### config.mk
export PLATFORM = sky130hd
export DESIGN_NAME = universal_shift_reg
export DESIGN_NICKNAME = d
export VERILOG_FILES = /design/src/rtl/usr_pkg.sv /design/src/rtl/usr_shift_step.sv /design/src/rtl/universal_shift_reg.sv
export SDC_FILE = /design/constraint.sdc
export NUM_CORES = 1
export LEC_CHECK = 0
export ABC_AREA = 1
export BUFFER_PORTS_ARGS = -buffer_cell sky130_fd_sc_hd__buf_2
export CAP_MARGIN = 20
export CORE_MARGIN = 1.5
export CORE_UTILIZATION = 30
export CTS_BUF_LIST = sky130_fd_sc_hd__clkbuf_4 sky130_fd_sc_hd__clkbuf_8
export CTS_CLUSTER_SIZE = 30
export DETAILED_ROUTE_END_ITERATION = 8
export GPL_TIMING_DRIVEN = 0
export PLACE_DENSITY_LB_ADDON = 0.15
export RECOVER_POWER = 100
export SETUP_SLACK_MARGIN = 0.3
export SYNTH_ARGS = -nofsm -noshare
export SYNTH_HDL_FRONTEND = slang
export SYNTH_SLANG_ARGS = --single-unit
### constraint.sdc
create_clock -name clk -period 1.82 [get_ports clk]
set_input_delay 0.364 -clock clk [delete_from_list [all_inputs] [get_ports clk]]
set_output_delay 0.364 -clock clk [all_outputs]
set_load 0.01 [all_outputs]
### src/rtl/usr_pkg.sv
// rtl/usr_pkg.sv - shared mode encoding and FSM state type for universal_shift_reg
package usr_pkg;

    typedef enum logic [2:0] {
        MODE_HOLD = 3'd0,
        MODE_LOAD = 3'd1,
        MODE_SHL  = 3'd2,
        MODE_SHR  = 3'd3,
        MODE_ASR  = 3'd4,
        MODE_ROL  = 3'd5,
        MODE_ROR  = 3'd6,
        MODE_RSVD = 3'd7
    } usr_mode_e;

    typedef enum logic {
        ST_IDLE = 1'b0,
        ST_RUN  = 1'b1
    } usr_state_e;

endpackage

### src/rtl/usr_shift_step.sv
// rtl/usr_shift_step.sv - single-step next-value logic; rotate modes exist only with USR_ROTATE_EN
module usr_shift_step
    import usr_pkg::*;
#(
    parameter int WIDTH = 6
) (
    input  logic [2:0]       mode,
    input  logic [WIDTH-1:0] a,
    input  logic             sin_l,
    input  logic             sin_r,
    output logic [WIDTH-1:0] a_next
);

    always_comb begin
        a_next = a;
        case (usr_mode_e'(mode))
            MODE_SHL: a_next = {a[WIDTH-2:0], sin_l};
            MODE_SHR: a_next = {sin_r, a[WIDTH-1:1]};
            MODE_ASR: a_next = {a[WIDTH-1], a[WIDTH-1:1]};
`ifdef USR_ROTATE_EN
            MODE_ROL: a_next = {a[WIDTH-2:0], a[WIDTH-1]};
            MODE_ROR: a_next = {a[0], a[WIDTH-1:1]};
`else
            MODE_ROL, MODE_ROR: a_next = a;
`endif
            default:  a_next = a;
        endcase
    end

endmodule

### src/rtl/universal_shift_reg.sv
// rtl/universal_shift_reg.sv - multi-step universal shift register with load/shift/rotate FSM
// Rotate modes are built only when USR_ROTATE_EN is defined.
module universal_shift_reg
    import usr_pkg::*;
#(
    parameter int WIDTH = 6,
    parameter int CW    = 4
) (
    input  logic             clk,
    input  logic             Reset,
    input  logic [2:0]       mode,
    input  logic             start,
    input  logic [CW-1:0]    count,
    input  logic [WIDTH-1:0] I,
    input  logic             sin_l,
    input  logic             sin_r,
    output logic [WIDTH-1:0] A,
    output logic             busy,
    output logic             done
);

    usr_state_e       state_q;
    logic [2:0]       mode_q;
    logic [CW-1:0]    cnt_q;
    logic [WIDTH-1:0] a_q;
    logic [WIDTH-1:0] a_d;
    logic             busy_q;
    logic             done_q;

    usr_shift_step #(.WIDTH(WIDTH)) u_step (
        .mode   (mode_q),
        .a      (a_q),
        .sin_l  (sin_l),
        .sin_r  (sin_r),
        .a_next (a_d)
    );

    always_ff @(posedge clk or posedge Reset) begin
        if (Reset) begin
            state_q <= ST_IDLE;
            mode_q  <= MODE_HOLD;
            cnt_q   <= '0;
            a_q     <= '0;
            busy_q  <= 1'b0;
            done_q  <= 1'b0;
        end else begin
            case (state_q)
                ST_IDLE: begin
                    done_q <= 1'b0;
                    if (start) begin
                        if (usr_mode_e'(mode) == MODE_LOAD) begin
                            a_q    <= I;
                            done_q <= 1'b1;
                        end else if (count == '0) begin
                            done_q <= 1'b1;
                        end else begin
                            mode_q  <= mode;
                            cnt_q   <= count;
                            state_q <= ST_RUN;
                            busy_q  <= 1'b1;
                        end
                    end
                end
                ST_RUN: begin
                    // start, mode, count and I are deliberately ignored here
                    a_q   <= a_d;
                    cnt_q <= cnt_q - CW'(1);
                    if (cnt_q == CW'(1)) begin
                        state_q <= ST_IDLE;
                        busy_q  <= 1'b0;
                        done_q  <= 1'b1;
                    end
                end
                default: state_q <= ST_IDLE;
            endcase
        end
    end

    assign A    = a_q;
    assign busy = busy_q;
    assign done = done_q;

endmodule

# Word level (Yosys, flattened, before mapping)
# Cells that the tools add are included.
# op_classes
n_addsub	1
n_eq_ne	13
mux	23
n_bitwise	3
reduce_logical	6
# ops
operator	count
$pmux 6 s3	1
$mux 1	12
$mux 4	3
$mux 6	2
$pmux 6 s2	1
$reduce_and 4->1	3
$ne 2x2->1 const B	5
$pmux 4 s2	1
$eq 3x2->1 const B	2
$pmux 1 s2	3
$reduce_and 3->1	2
$eq 4x1->1 const B	1
$logic_not 4->1	1
$ne 4x1->1 const B	1
$sub 4x1->4 const B	1
$eq 3x1->1 const B	1
$eq 3x3->1 const B	1
$ne 3x1->1 const B	1
$not 1->1	3
$ne 2x1->1 const B	1
# totals
regBits	16
in_bits	18
out_inout_bits	8
elab_cells	53

# Longest topological paths before layout
# depth
depth_word	5
depth_mapped	7
depth_no_buf	7

# Hierarchy
# From an unflattened synthesis, not the netlist that was laid out.
# hier_totals
cells_unflattened	177
hier_area_um2	1198.6
# by_module_without_submodules
module	n_inst	cells_per_inst	area_per_inst_um2	seq_area_each_um2
universal_shift_reg	1	122	905.9	400.4
usr_shift_step	1	55	292.8	0.0

# Worst setup path after synthesis
# Ideal clock, no wire load.
# synth_timing
kind	flip-flop to flip-flop
start	register mode_q[0]
end	register a_q[4], in the netlist A[4]
setup_time_ns	0.071
arrival_ns	1.007
slack_ns	0.741
path_stages_with_launch	8
n_path_buf	0
synth_period_minus_slack_ns	1.079
cell_sequence	dfrtp_1 nor2_1 nand2_2 nand3_4 inv_2 nor2_4 nor2_1 nor2_1
# synth_via
elab_chain_len	3
elab_cells_between_ends	7
classes_between	eq/ne (4); mux (2); reduce/logical (1)
# synth_rtl
element	line	text
start, declared	universal_shift_reg.sv:23	logic [2:0] mode_q;
start signal, assigned	universal_shift_reg.sv:57	mode_q <= mode;
$eq 3x3->1 / $eq 3x2->1 (equally long branches)	usr_shift_step.sv:16	case (usr_mode_e'(mode))
$pmux 6 s3 / $ne 4x1->1 (equally long branches)	n/a	
$pmux 6 s2 / $reduce_and 3->1 (equally long branches)	n/a	
end signal, assigned	universal_shift_reg.sv:43	a_q <= '0;
end signal, assigned	universal_shift_reg.sv:52	a_q <= I;
end signal, assigned	universal_shift_reg.sv:66	a_q <= a_d;
end, declared	universal_shift_reg.sv:25	logic [WIDTH-1:0] a_q;
# Several ways; a longest one is shown, not always the timed one.
# A chain may end at the register's enable or synchronous reset.

# Worst setup path in the final report
# layout_timing
start	register state_q
end	register cnt_q[3]
# layout_via
elab_chain_len	3
elab_cells_between_ends	6
classes_between	eq/ne (3); mux (1); bitwise (1); reduce/logical (1)
# layout_rtl
element	line	text
start, declared	universal_shift_reg.sv:22	usr_state_e state_q;
start signal, assigned	universal_shift_reg.sv:40	state_q <= ST_IDLE;
start signal, assigned	universal_shift_reg.sv:59	state_q <= ST_RUN;
start signal, assigned	universal_shift_reg.sv:69	state_q <= ST_IDLE;
$not 1->1 (no source line)	n/a	
$ne 2x2->1 (no source line)	n/a	
$reduce_and 3->1 (no source line)	n/a	
end signal, assigned	universal_shift_reg.sv:58	cnt_q <= count;
end signal, assigned	universal_shift_reg.sv:67	cnt_q <= cnt_q - CW'(1);
end, declared	universal_shift_reg.sv:24	logic [CW-1:0] cnt_q;
# Several ways; a longest one is shown, not always the timed one.

==> flow_metrics.py <==
metrics = {
    "sta": {
        "hold_ws_ns": 0.145,
        "worst_slew_pin_slew_ns": 0.649,
        "fin_crit_ns": 1.43,
        "fin_ws_ns": 0.389,
        "hold_violations": 0,
        "fin_worst_skew_ns": 0.00758,
        "fin_crit_sh_pct": 78.7,
        "setup_viol": 0,
        "fmax_ghz": 0.699,
        "finalMaxSlewViolations": 0,
        "max-slew-margin-rel_pct": 56.7,
        "tns_ns": 0,
        "rsz0062_at_grt": "no",
    },
    "clock_tree": {
        "cts_root_buffer": "clkbuf_4",
        "hold_buffers": 0,
        "tritoncts": "done",
        "clk_latency_ns": 0.29,
        "cts_resized": 0,
        "cts_buffers": 3,
        "htree_levels": 1,
        "clock-sinks": 16,
        "cts_setup_buffers": 0,
        "clock_path_buffers": 2,
        "clk_pin_slew_ns": 0.10,
    },
    "yosys": {
        "synthMuxAreaShare_pct": 0,
        "synth_area_per_cell_um2": 6.81,
        "synth_compound_area_share_pct": 5.75,
        "synth_fa_ha_area_share_pct": 2.45,
        "synth-seq-cells": 16,
        "synth_top_family_by_area": "simple AND/OR/NAND/NOR gates",
        "synthTopCellsByArea": "dfrtp_1 (39%), nand3_1 (13%), nand2_1 (13%), nor2_1 (11%), inv_1 (6.2%)",
        "post-synth-top-area-cell": "dfrtp_1",
        "synthCells": 150,
        "synthesis.nets": 170,
        "ys_types": 20,
        "synthXorXnorAreaFrac_pct": 0,
        "syn_area_mm2": 0.00102,
        "synth-seq-area-share_pct": 39.2,
        "synth-simple-area-share_pct": 43.6,
        "yosys_warnings": 0,
        "yosysTopAreaCellShare_pct": 39.2,
    },
    "floorplan": {
        "design.core.area_mm2": 0.00331,
        "io_pins": 26,
        "fp.dieW_um": 61.4,
        "die_h_um": 61.4,
        "dieArea_mm2": 0.00377,
        "placementRows": 21,
        "initial_core_util_pct": 30.9,
    },
    "pwr": {
        "power_leakage_uw": 0.000645,
        "power_switching_uw": 1010,
        "vdd_drop_max_uv": 612,
        "switching_share_pct": 48.6,
        "seqPwrFrac_pct": 33.2,
        "pwr-share-clk_pct": 9.3,
        "combPwrFrac_pct": 57.5,
        "p_int_uw": 1070,
        "power_density_mw_per_mm2": 1730,
    },
    "drt": {
        "first_pass_iters": 4,
        "antenna_left": 0,
        "wl_per_cell_um": 10.9,
        "drcViolationCount": 0,
        "vias_per_cell": 4.58,
        "vias": 1027,
        "drt_wl_total_um": 2440,
        "first_iter_violations": 22,
    },
    "setup_path": {
        "crit_path_end_kind": "flip-flop",
        "start_kind": "flip-flop",
        "worstSetupPathType": "reg -> reg",
        "worstPathRequired_ns": 1.99,
        "r2r_slack_ns": 0.39,
        "crit_arrival_ns": 1.60,
        "cp_max_fo": 10,
    },
    "placed_design": {
        "dp.final_hpwl_um": 1910,
        "port_buffers": 25,
        "dp_slack_ns": 0.467,
        "gp_congestion": 0.838,
        "place_inst": 221,
    },
    "global_route": {
        "grtUsageTotal_pct": 15.3,
        "grt_pass1_vias": 949,
        "antenna_found_initial": 0,
        "grt_first_pass_wirelength_um": 4200,
        "grt.overflow.total": 0,
        "grt_max_degree": 17,
    },
    "finish": {
        "drive_above_1_share_pct": 13.5,
        "layout.cells.non_filler": 224,
        "num-fill-cells": 406,
        "antennaDiodeCount": 0,
        "area_growth_pct": 17.3,
        "fin_nets": 200,
    },
    "hold_path": {
        "hold_class": "in -> async",
    },
    "status": {
        "outcome": "completed",
    },
    "run": {
        "maxCapViolations": 0,
    },
}
cells by family (layout without fill, tap and decap cells):
family | Yosys count | in the layout
AOI/OAI and AO/OA | 10 | 10
adders and majority gates | 2 | 2
buffers and inverters | 22 | 50
DFF | 16 | 16
and+or+nand+nor | 100 | 100
routing by layer:
layer | GRT usage [%] | up-vias | part of all wire (%)
met5 | 0 | - | 0
met2 | 24.5 | 28 | 45
li1 | - | 538 | -
met3 | 2.73 | 2 | 5.6
met1 | 20.3 | 459 | 48
met4 | 6.38 | 0 | 0.82
layout make-up:
cell class,count,area (um^2),area share (%)
multi-input cells,112,512,42.7
well taps,46,57.6,4.80
plain buffers,3,20.0,1.67
repair buffers,25,115,9.60
clock buffers,3,22.5,1.88
inverters,19,71.3,5.95
flip-flops and latches,16,400,33.4
synth_stat cells (all sizes together):
master,count
nor2,32
or2,1
buf,3
inv,19
nand3,28
a31oi,1
o2bb2ai,2
nand2,36
nand4,3
dfrtp,16
ha,2
a21oi,2
o21ai,5
metrics by stage:
step                cell area (um^2)  util (%)  power (uW)
floorplan                       1020         -        1640
global placement                1200      36.4        1950
detailed placement              1200      36.4        1970
CTS                             1230      37.1        2170
global route                    1200      36.2        2340
finish                          1200      36.2        2070
sequential cells by signal, summed over array words and instances, names as in the netlist:
signal	count
mode_q	3
done	1
A	6
cnt_q	4
state_q	1
busy	1
placed cells by master, fill, tap and decap left out:
cell and instances:
or2_1 1, inv_2 1, o21ai_0 5, ha_1 2, nand2_1 36, inv_1 18, buf_6 1, clkbuf_1 9
nand4_1 3, a31oi_1 1, buf_2 18, o2bb2ai_1 2, nor2_4 1, clkbuf_4 3, nand3_1 28, nor2_1 31
dfrtp_1 16, a21oi_1 2
worst max-delay path, stage by stage (launching register included):
cell and delay (ns):
dfrtp_1 0.39, buf_6 0.13, inv_1 0.14, clkbuf_1 0.38
a21oi_1 0.06, o21ai_0 0.10, nand3_1 0.11
power by group through the flow:
stage / Combinational, uW / Sequential [uW] / Clock [uW]
final: 1190 / 687 / 192
after global routing: 1410 / 718 / 211
after CTS: 1280 / 689 / 203
after detailed placement: 1280 / 697 / 0
after global placement: 1260 / 691 / 0
after floorplan: 930 / 709 / 0
path summary, 6_finish.rpt:
kind,cells past startpoint,endpoint,start
max,6,cnt_q[3]$_DFFE_PP0P_,state_q$_DFF_PP0_
min,2,cnt_q[2]$_DFFE_PP0P_,Reset
max reg2reg,6,cnt_q[3]$_DFFE_PP0P_,state_q$_DFF_PP0_
min reg2reg,1,busy$_DFFE_PP0P_,busy$_DFFE_PP0P_
max in group asynchronous,2,A[2]$_DFFE_PP0P_,Reset
min in group clk,3,cnt_q[1]$_DFFE_PP0P_,count[1]
No activity file was read; power rests on OpenSTA's default activity.
